### src/rtl/div_seq_ctrl_if.sv
// Request/response bundle between the execute stage and the divide sequencer.
// master = execute stage (issues requests, consumes results),
// slave  = div_seq_ctrl.
interface div_seq_ctrl_if #(
  parameter int XLEN = 64
);
  logic            req_valid;
  logic            req_ready;
  logic [3:0]      req_op;
  logic            req_word;
  logic [XLEN-1:0] req_a;
  logic [XLEN-1:0] req_b;
  logic            resp_valid;
  logic            resp_ready;
  logic [XLEN-1:0] resp_result;
  logic [2:0]      resp_status;

  modport master (
    output req_valid, req_op, req_word, req_a, req_b, resp_ready,
    input  req_ready, resp_valid, resp_result, resp_status
  );

  modport slave (
    input  req_valid, req_op, req_word, req_a, req_b, resp_ready,
    output req_ready, resp_valid, resp_result, resp_status
  );
endinterface

### src/rtl/div_seq_ctrl.sv
// Divide sequencer for DIV/DIVU/REM/REMU (64-bit and W forms).
// Special cases are classified at accept and answered in one cycle; all other
// cases run a radix-2 restoring divide, one quotient bit per cycle, followed
// by a sign fix-up cycle.
// Optional build macro: DIV_EARLY_OUT_EN -- when defined, zero-dividend and
// divisor-larger-than-dividend cases also take the one-cycle fast path.
module div_seq_ctrl #(
  parameter int XLEN = 64
) (
  input  logic          clk,
  input  logic          rst,
  input  logic          flush,
  div_seq_ctrl_if.slave bus,
  output logic          busy
);

  localparam int CW = $clog2(XLEN);

  // md_op_t codes handled here
  localparam logic [3:0] OP_DIV  = 4'd4;
  localparam logic [3:0] OP_DIVU = 4'd5;
  localparam logic [3:0] OP_REM  = 4'd6;
  localparam logic [3:0] OP_REMU = 4'd7;

  // div_status_t codes
  localparam logic [2:0] ST_NONE          = 3'd0;
  localparam logic [2:0] ST_ZERO_DIVISOR  = 3'd1;
  localparam logic [2:0] ST_OVERFLOW      = 3'd2;
  localparam logic [2:0] ST_ZERO_DIVIDEND = 3'd3;
  localparam logic [2:0] ST_SHORT_DIV     = 3'd4;

  // FSM encoding
  localparam logic [1:0] S_IDLE  = 2'd0;
  localparam logic [1:0] S_CALC  = 2'd1;
  localparam logic [1:0] S_FIXUP = 2'd2;
  localparam logic [1:0] S_DONE  = 2'd3;

  // W-form results are sign-extended from bit 31
  function automatic logic [XLEN-1:0] sext_word(input logic [XLEN-1:0] x,
                                                input logic w);
    return w ? {{(XLEN-32){x[31]}}, x[31:0]} : x;
  endfunction

  logic [1:0]      state;
  logic [CW-1:0]   cnt;
  logic [XLEN-1:0] result_q;
  logic [2:0]      status_q;

  // Iteration datapath and per-operation flags
  logic [XLEN-1:0] rem_q;
  logic [XLEN-1:0] quo_q;
  logic [XLEN-1:0] abs_b_q;
  logic            word_q;
  logic            op_rem_q;
  logic            neg_quo_q;
  logic            neg_rem_q;

  // Accept-time decode
  logic            accept;
  logic            op_ok;
  logic            op_signed;
  logic            op_rem;
  logic [XLEN-1:0] a_ext;
  logic [XLEN-1:0] b_ext;
  logic            a_neg;
  logic            b_neg;
  logic [XLEN-1:0] abs_a;
  logic [XLEN-1:0] abs_b;
  logic [XLEN-1:0] min_val;
  logic            fast_hit;
  logic [2:0]      fast_status;
  logic [XLEN-1:0] fast_q;
  logic [XLEN-1:0] fast_r;
  logic [XLEN-1:0] fast_res;

  // Iteration / fix-up combinational terms
  logic [XLEN:0]   rem_shift;
  logic [XLEN:0]   diff;
  logic [XLEN-1:0] quo_fix;
  logic [XLEN-1:0] rem_fix;
  logic [XLEN-1:0] fixup_res;

  assign bus.req_ready  = (state == S_IDLE) && !flush;
  assign bus.resp_valid = (state == S_DONE);
  assign bus.resp_result = result_q;
  assign bus.resp_status = status_q;
  assign busy   = (state != S_IDLE);
  assign accept = bus.req_valid && bus.req_ready;

  // Operand preparation and fast-path classification of the incoming request
  always_comb begin
    // NOTE: every output of this block gets a default first so no path leaves
    // a variable unassigned, which would otherwise infer a latch.
    op_ok       = 1'b0;
    op_signed   = 1'b0;
    op_rem      = 1'b0;
    fast_hit    = 1'b1;
    fast_status = ST_NONE;
    fast_q      = '0;
    fast_r      = '0;

    case (bus.req_op)
      OP_DIV:  begin op_ok = 1'b1; op_signed = 1'b1;                 end
      OP_DIVU: begin op_ok = 1'b1;                                   end
      OP_REM:  begin op_ok = 1'b1; op_signed = 1'b1; op_rem = 1'b1;  end
      OP_REMU: begin op_ok = 1'b1; op_rem = 1'b1;                    end
      default: ;
    endcase

    if (bus.req_word) begin
      a_ext = op_signed ? sext_word(bus.req_a, 1'b1)
                        : {{(XLEN-32){1'b0}}, bus.req_a[31:0]};
      b_ext = op_signed ? sext_word(bus.req_b, 1'b1)
                        : {{(XLEN-32){1'b0}}, bus.req_b[31:0]};
      min_val = {{(XLEN-31){1'b1}}, 31'b0};
    end else begin
      a_ext   = bus.req_a;
      b_ext   = bus.req_b;
      min_val = {1'b1, {(XLEN-1){1'b0}}};
    end

    a_neg = op_signed && a_ext[XLEN-1];
    b_neg = op_signed && b_ext[XLEN-1];
    abs_a = a_neg ? -a_ext : a_ext;
    abs_b = b_neg ? -b_ext : b_ext;

    if (!op_ok) begin
      fast_status = ST_NONE;
    end else if (b_ext == '0) begin
      fast_status = ST_ZERO_DIVISOR;
      fast_q      = '1;
      fast_r      = a_ext;
    end else if (op_signed && (a_ext == min_val) && (b_ext == '1)) begin
      fast_status = ST_OVERFLOW;
      fast_q      = a_ext;
`ifdef DIV_EARLY_OUT_EN
    end else if (abs_a == '0) begin
      fast_status = ST_ZERO_DIVIDEND;
    end else if (abs_b > abs_a) begin
      fast_status = ST_SHORT_DIV;
      fast_r      = a_ext;
`endif
    end else begin
      fast_hit = 1'b0;
    end

    fast_res = sext_word(op_rem ? fast_r : fast_q, bus.req_word);
  end

  // One restoring step and the final sign fix-up
  always_comb begin
    rem_shift = {rem_q, quo_q[XLEN-1]};
    diff      = rem_shift - {1'b0, abs_b_q};
    quo_fix   = neg_quo_q ? -quo_q : quo_q;
    rem_fix   = neg_rem_q ? -rem_q : rem_q;
    fixup_res = sext_word(op_rem_q ? rem_fix : quo_fix, word_q);
  end

  // Control: FSM, iteration counter and the registered response
  always_ff @(posedge clk) begin
    // NOTE: state is updated with non-blocking assignments so every register
    // here samples the pre-edge values, independent of statement order.
    if (rst) begin
      state    <= S_IDLE;
      cnt      <= '0;
      result_q <= '0;
      status_q <= ST_NONE;
    end else if (flush) begin
      state <= S_IDLE;
    end else begin
      case (state)
        S_IDLE: begin
          if (accept) begin
            if (fast_hit) begin
              result_q <= fast_res;
              status_q <= fast_status;
              state    <= S_DONE;
            end else begin
              cnt      <= bus.req_word ? CW'(31) : CW'(XLEN-1);
              status_q <= ST_NONE;
              state    <= S_CALC;
            end
          end
        end
        S_CALC: begin
          cnt <= cnt - 1'b1;
          if (cnt == '0) state <= S_FIXUP;
        end
        S_FIXUP: begin
          result_q <= fixup_res;
          state    <= S_DONE;
        end
        S_DONE: begin
          if (bus.resp_ready) state <= S_IDLE;
        end
        default: state <= S_IDLE;
      endcase
    end
  end

  // Divide datapath: operand capture at accept, one shift/subtract per CALC cycle
  always_ff @(posedge clk) begin
    // NOTE: these registers carry no reset; they are always loaded at accept
    // before being read, and the FSM alone decides when their contents matter.
    if (state == S_IDLE && accept) begin
      rem_q     <= '0;
      // W forms shift the 32-bit dividend to the top so its MSB enters first
      quo_q     <= bus.req_word ? (abs_a << 32) : abs_a;
      abs_b_q   <= abs_b;
      word_q    <= bus.req_word;
      op_rem_q  <= op_rem;
      neg_quo_q <= op_signed && (a_neg ^ b_neg);
      neg_rem_q <= a_neg;
    end else if (state == S_CALC) begin
      if (!diff[XLEN]) begin
        rem_q <= diff[XLEN-1:0];
        quo_q <= {quo_q[XLEN-2:0], 1'b1};
      end else begin
        rem_q <= rem_shift[XLEN-1:0];
        quo_q <= {quo_q[XLEN-2:0], 1'b0};
      end
    end
  end

endmodule
### src/flat_wrapper.sv
// flat-port wrapper written by rule: the top's interface ports become plain ports
module div_seq_ctrl_flat 
#(
  parameter int XLEN = 64
)
  (clk, rst, flush, busy, bus_req_valid, bus_req_op, bus_req_word, bus_req_a, bus_req_b, bus_resp_ready, bus_req_ready, bus_resp_valid, bus_resp_result, bus_resp_status);
  div_seq_ctrl_if #(.XLEN(XLEN)) bus_i ();
  input  logic clk;
  input  logic rst;
  input  logic flush;
  output logic busy;
  input wire logic [$bits(bus_i.req_valid)-1:0] bus_req_valid;
  input wire logic [$bits(bus_i.req_op)-1:0] bus_req_op;
  input wire logic [$bits(bus_i.req_word)-1:0] bus_req_word;
  input wire logic [$bits(bus_i.req_a)-1:0] bus_req_a;
  input wire logic [$bits(bus_i.req_b)-1:0] bus_req_b;
  input wire logic [$bits(bus_i.resp_ready)-1:0] bus_resp_ready;
  output wire logic [$bits(bus_i.req_ready)-1:0] bus_req_ready;
  output wire logic [$bits(bus_i.resp_valid)-1:0] bus_resp_valid;
  output wire logic [$bits(bus_i.resp_result)-1:0] bus_resp_result;
  output wire logic [$bits(bus_i.resp_status)-1:0] bus_resp_status;
  assign bus_i.req_valid = bus_req_valid;
  assign bus_i.req_op = bus_req_op;
  assign bus_i.req_word = bus_req_word;
  assign bus_i.req_a = bus_req_a;
  assign bus_i.req_b = bus_req_b;
  assign bus_i.resp_ready = bus_resp_ready;
  assign bus_req_ready = bus_i.req_ready;
  assign bus_resp_valid = bus_i.resp_valid;
  assign bus_resp_result = bus_i.resp_result;
  assign bus_resp_status = bus_i.resp_status;
  div_seq_ctrl #(.XLEN(XLEN)) u_core (.clk(clk), .rst(rst), .flush(flush), .bus(bus_i), .busy(busy));
endmodule
### config.mk
export PLATFORM = sky130hd
export DESIGN_NAME = div_seq_ctrl_flat
export DESIGN_NICKNAME = d
export VERILOG_FILES = /design/src/rtl/div_seq_ctrl_if.sv /design/src/rtl/div_seq_ctrl.sv /design/src/flat_wrapper.sv
export SDC_FILE = /design/constraint.sdc
export NUM_CORES = 1
export LEC_CHECK = 0
export ABC_AREA = 1
export CAP_MARGIN = 0
export CORE_ASPECT_RATIO = 1.5
export CORE_MARGIN = 2
export CORE_UTILIZATION = 39
export DETAILED_ROUTE_END_ITERATION = 8
export HOLD_SLACK_MARGIN = 0.12
export PLACE_DENSITY = 0.66
export SLEW_MARGIN = 15
export SYNTH_ARGS = -nofsm -noshare
export SYNTH_HDL_FRONTEND = slang
export SYNTH_SLANG_ARGS = --single-unit
### constraint.sdc
create_clock -name clk -period 3.8 [get_ports clk]
set_input_delay 0.76 -clock clk [delete_from_list [all_inputs] [get_ports clk]]
set_output_delay 0.76 -clock clk [all_outputs]
set_load 0.02 [all_outputs]
-- Word level (Yosys, flattened, before mapping)
Cells that the tools add are included.
- register bits after elaboration: 271
- bits of input ports: 138
- output and inout bits: 70
- word-level logic and storage cells: 102
- $add $sub $neg: 6
- eq/ne operators: 14
- mux-type cells: 45
- bitwise logic cells: 2
- reductions and logical operators: 24
- operators by type and width (cell ; count):
    $mux W64 ; 23
    $neg A64 Y64 ; 4
    $pmux W64 S2 ; 1
    $sub A65 B64 Y65 ; 1
    $eq A64 B64 Y1 ; 1
    $eq A64 B64 Y1 const B ; 1
    $logic_not A64 Y1 ; 1
    $mux W63 ; 1
    $mux W6 ; 3
    $eq A4 B3 Y1 const B ; 4
    $pmux W6 S2 ; 1
    $mux W2 ; 5
    $mux W3 ; 3
    $logic_and A1 B1 Y1 ; 8
    $pmux W2 S4 ; 1
    $reduce_and A4 Y1 ; 2
    $reduce_bool A2 Y1 ; 4
    $mux W1 ; 7
    $logic_not A6 Y1 ; 1
    $ne A2 B1 Y1 const B ; 3
    $reduce_and A3 Y1 ; 2
    $reduce_or A2 Y1 ; 3
    $sub A6 B1 Y6 const B ; 1
    $eq A2 B2 Y1 const B ; 2
    7 further kinds ; 8

-- Longest topological paths before layout
- depth in word-level cells: 16
- depth in mapped cells: 21
- gate-level depth less buffers: 19

-- Worst setup path after synthesis
OpenSTA, ideal clock, no wires.
- path type: flip-flop to flip-flop
- start: register u_core.state[0]
- end: register u_core.quo_q[0], data pin
- library setup time: 0.376 ns
- arrival: 4.070 ns
- required time: 3.424 ns
- slack: -0.647 ns
- stages on the path, launching flop included: 10
- buffers on the path: 2
- period minus slack after synthesis: 4.447 ns
- path through: dfxtp_1 > inv_1 > ha_1 > inv_1 > nor2_1 > nand2_1 > clkinv_1 > clkbuf_1 > clkbuf_1 > o22ai_1
- longest elaborated chain between the ends: 5
- RTL lines (element ; line ; source):
    start, declared ; div_seq_ctrl.sv:44 ; logic [1:0] state;
    start signal, assigned ; div_seq_ctrl.sv:164 ; state <= S_IDLE;
    start signal, assigned ; div_seq_ctrl.sv:169 ; state <= S_IDLE;
    start signal, assigned ; div_seq_ctrl.sv:177 ; state <= S_DONE;
    $logic_not A2 Y1 ; div_seq_ctrl.sv:83 ; assign bus.req_ready = (state == S_IDLE) && !flush;
    $logic_and A1 B1 Y1 ; div_seq_ctrl.sv:83 ;
    net bus_req_ready ; flat_wrapper.sv:18 ; output wire logic [$bits(bus_i.req_ready)-1:0] bus_req_ready;
    $logic_and A1 B1 Y1 ; div_seq_ctrl.sv:88 ; assign accept = bus.req_valid && bus.req_ready;
    $logic_and A1 B1 Y1 ; div_seq_ctrl.sv:205 ; if (state == S_IDLE && accept) begin
    $mux W64 ; div_seq_ctrl.sv:205 ;
    end signal, assigned ; div_seq_ctrl.sv:208 ; quo_q <= bus.req_word ? (abs_a << 32) : abs_a;
    end signal, assigned ; div_seq_ctrl.sv:217 ; quo_q <= {quo_q[XLEN-2:0], 1'b1};
    end signal, assigned ; div_seq_ctrl.sv:220 ; quo_q <= {quo_q[XLEN-2:0], 1'b0};
    end, declared ; div_seq_ctrl.sv:51 ; logic [XLEN-1:0] quo_q;
The timed path passes the listed nets, and every way through them passes these cells.
A chain may end at the register's enable or synchronous reset.

-- Worst setup path in the final report
- start: register u_core.rem_q[0]
- end: register u_core.rem_q[52]
- longest elaborated chain between the ends: 2
- RTL lines (element ; line ; source):
    start, declared ; div_seq_ctrl.sv:50 ; logic [XLEN-1:0] rem_q;
    start signal, assigned ; div_seq_ctrl.sv:216 ; rem_q <= diff[XLEN-1:0];
    start signal, assigned ; div_seq_ctrl.sv:219 ; rem_q <= rem_shift[XLEN-1:0];
    $sub A65 B64 Y65 ; div_seq_ctrl.sv:153 ; diff = rem_shift - {1'b0, abs_b_q};
    $mux W64 ; div_seq_ctrl.sv:215 ; if (!diff[XLEN]) begin
Every way passes these cells.

==> results.py <==
metrics = {
    "outcome": {
        "status": "completed",
    },
    "route": {
        "dr.first_iter.drc_count": 3024,
        "drt-wirelength-per-cell_um": 23.2,
        "wl_um": 135000,
        "via_count": 31900,
        "drt_pass1_iterations": 6,
        "ant_nets": 0,
        "drc": 0,
        "drt-vias-per-instance": 5.49,
    },
    "setup_path": {
        "cp_top_family": "compound AO/OA/AOI/OAI gates",
        "path_buf_inv": 3,
        "end_kind": "register",
        "crit_slowest_cell": "o21ai_0",
        "r2r-start": "u_core.rem_q[0]",
        "critPathMaxFanout": 5,
        "arrival_ns": 4.09,
        "cpPeakStageDelay_ns": 0.66,
        "rrSetupSlack_ns": 0.23,
        "start_kind": "register",
        "worst_ep_required_time_ns": 4.33,
        "path_class": "reg -> reg",
        "reg2reg_depth": 16,
        "r2r_end": "u_core.rem_q[52]",
        "path_cells": "inv_1 -> fa_1 -> inv_1 -> nand3_1 -> nand2_1 -> a21oi_1 -> inv_1 -> a21oi_1 -> o21ai_0 -> nand3_1 -> nand3_1 -> nand2_1 -> nand2_1 -> nand2_1 -> nand3_1 -> nand2_1",
        "crit_top_cell": "nand2_1",
    },
    "logic_synthesis": {
        "ys.flop_type": "dfxtp_1",
        "synth_edf_count": 132,
        "yosys_register_bits": 270,
        "synth_cell_types": 52,
        "synthArstFlopShare": 0,
        "synthesis.area_sq_mm": 0.0266,
        "syn_nets": 4741,
        "ys_warn_count": 0,
        "synthCells": 4527,
        "yosysSeqAreaShare": 0.253,
        "postSynthAreaPerCell_sq_um": 5.87,
    },
    "min_path": {
        "hold_class": "reg -> reg",
        "holdPathStages": 2,
        "whs_endpoint": "u_core.bus.resp_result[50]",
        "min-delay-start": "u_core.bus.resp_result[50]",
    },
    "global_route": {
        "grt_pass1_wl_um": 196000,
        "grt_pass1_vias": 31200,
        "overflow": 0,
        "antenna_found_initial": 3,
        "grt_start_max_net_pins": 156,
        "grt_use_total": 0.378,
    },
    "sta": {
        "hold_viol": 0,
        "drv_slew": 0,
        "period_needed_ns": 3.57,
        "fin_crit_sh": 0.938,
        "finalSetupViolCount": 0,
        "worst_slew_pin_slew_ns": 0.996,
        "fmax_mhz": 280,
        "finClkSkew_ns": 0.0308,
        "rsz0062_at_grt": "no",
        "slew_headroom": 0.333,
        "setup_tns_ns": 0,
    },
    "clock_tree": {
        "holdBufCountCts": 0,
        "clockRootBuffer": "clkbuf_16",
        "cts_setup_buffers": 0,
        "clk_pin_slew_ns": 0.07,
        "cts.sinks": 270,
        "cts_buffers": 31,
        "htreeDepth": 1,
        "cts_resized": 0,
        "clockBufferDepth": 3,
        "cts_tree": "yes",
        "worstSkewPairLatency_ns": 0.64,
    },
    "floorplan": {
        "die_w_um": 217,
        "die_h_um": 324,
        "num_rows": 117,
        "core_sq_mm": 0.0676,
        "dieArea_sq_mm": 0.0703,
        "initial_utilization": 0.393,
        "pin_count": 208,
    },
    "placement": {
        "dpl_cell_area_sq_mm": 0.0314,
        "gp_congestion": 1.06,
        "hpwl_um": 112000,
        "portBuffers": 206,
    },
    "power": {
        "p_leak_uw": 0.0157,
        "power_density_mw_per_mm2": 293,
        "vdd_drop_max_mv": 0.369,
    },
    "finish": {
        "layout-area-overhead-vs-synth_pct": 22.6,
        "drive_above_1_share": 0.0775,
        "nNetsFinal": 5103,
        "final_area_sq_mm": 0.0326,
    },
    "flow_run": {
        "cap_violations": 0,
    },
}
## cells in the mapped netlist, drive strengths merged, types with 2 or more instances
master  instances  area share
and2            2     0.00047
clkbuf         90       0.013
o21ai         357       0.068
inv           540       0.076
a21oi         259       0.049
nand3b         19      0.0054
a211oi          6      0.0017
or2            11      0.0026
a22oi           8      0.0023
a21boi          8      0.0023
a31oi          21      0.0049
dfxtp         138        0.10
o21a            6      0.0017
o211ai          9      0.0025
nor4           18      0.0042
o311ai          3     0.00099
nand2        1327        0.19
o22ai          30      0.0071
nand3         374       0.071
xnor2          55       0.018
o211a           2     0.00075
ha             75       0.035
nor2          655       0.093
clkinv          5     0.00071
xor2          127       0.042
and3            2     0.00047
a21o           13      0.0037
o21bai          8      0.0023
buf            72       0.014
edfxtp        132        0.15
o221ai          4      0.0013
nor3           72       0.015
nand4          63       0.015
o31ai          12      0.0034
## worst max-delay path by stage
stage / startpoint / endpoint / slack, ns / depth (start not counted)
final: u_core.rem_q[0] / u_core.rem_q[52] / 0.23 / 16
after global routing: u_core.rem_q[0] / u_core.rem_q[19] / 0.08 / 20
after CTS: u_core.rem_q[0] / u_core.rem_q[0] / 0.36 / 20
after detailed placement: bus_req_op[2] / u_core.bus.resp_result[45] / -0.17 / 18
after global placement: bus_req_op[2] / u_core.bus.resp_result[47] / -0.16 / 18
after floorplan: u_core.state[0] / u_core.rem_q[10] / 0.25 / 10
## registers in the layout (all words and copies together) (netlist names)
| signal | count |
|---|---|
| u_core.bus.resp_status | 2 |
| u_core.word_q | 1 |
| u_core.abs_b_q | 64 |
| u_core.state | 2 |
| u_core.bus.resp_result | 64 |
| u_core.cnt | 6 |
| u_core.neg_rem_q | 1 |
| u_core.op_rem_q | 1 |
| u_core.neg_quo_q | 1 |
| u_core.quo_q | 64 |
| u_core.rem_q | 64 |
## layout make-up
class	count	area [sq um]
inverter	545	2050
clock inverter	22	307
sequential	270	6730
timing repair buffer	491	4430
fill	7327	35100
multi-input combinational	3550	17100
tap	892	1120
clock buffer	36	815
antenna	3	7.51
## where the power goes
part           switching [uW]  internal, uW
Clock                    1420          1970
Sequential                163          3270
Combinational            1800           901
## cell families (layout without fill, tap and decap cells)
logic type                 Yosys count  after routing  synth area share
AOI/OAI and AO/OA                  748            748             0.152
xor gates and xnor gates           182            182            0.0600
adders and majority gates           76             76            0.0361
buffers and inverters              707           1094             0.103
DFF                                270            270             0.253
other                                1              4          0.000141
and+or+nand+nor                   2543           2543             0.395
## cells in the final DEF (no fill, tap or decap), drive strengths merged, types with 63 or more instances in the layout
cell	Yosys	routed
a21oi	259	259
buf	72	285
clkdlybuf4s50	0	206
dfxtp	138	138
edfxtp	132	132
ha	75	75
inv	540	546
nand2	1327	1327
nand3	374	374
nand4	63	63
nor2	655	655
nor3	72	72
o21ai	357	357
xor2	127	127
## through the flow
stage                     utilization  instances  total power (uW)  setup slack (ns)  hold WS (ns)
after floorplan                     -       4527              4840             0.250         0.445
after global placement          0.465       5748              6110            -0.159         0.453
after detailed placement        0.465       5748              6120            -0.166         0.462
after CTS                       0.481       5806              9460             0.363         0.474
after global routing            0.481       5806              9840            0.0846         0.485
final                           0.481       5809              9520             0.234         0.474
## worst min-delay path: cells and delay by family, from the launching register on
family | cells | cell delay [ns]
compound gates | 1 | 0.06
flops | 1 | 0.31
simple gates | 1 | 0.06
## per-layer routing
metal	wire length, um	share of wire	GRT usage	vias up
met3	6920	0.051	0.0368	512
met2	65300	0.48	0.672	1422
li1	-	-	-	15500
met4	16100	0.12	0.368	2
met1	46600	0.35	0.383	14500
met5	20	0.00015	0	-
Power figures use the tool's default switching activity.
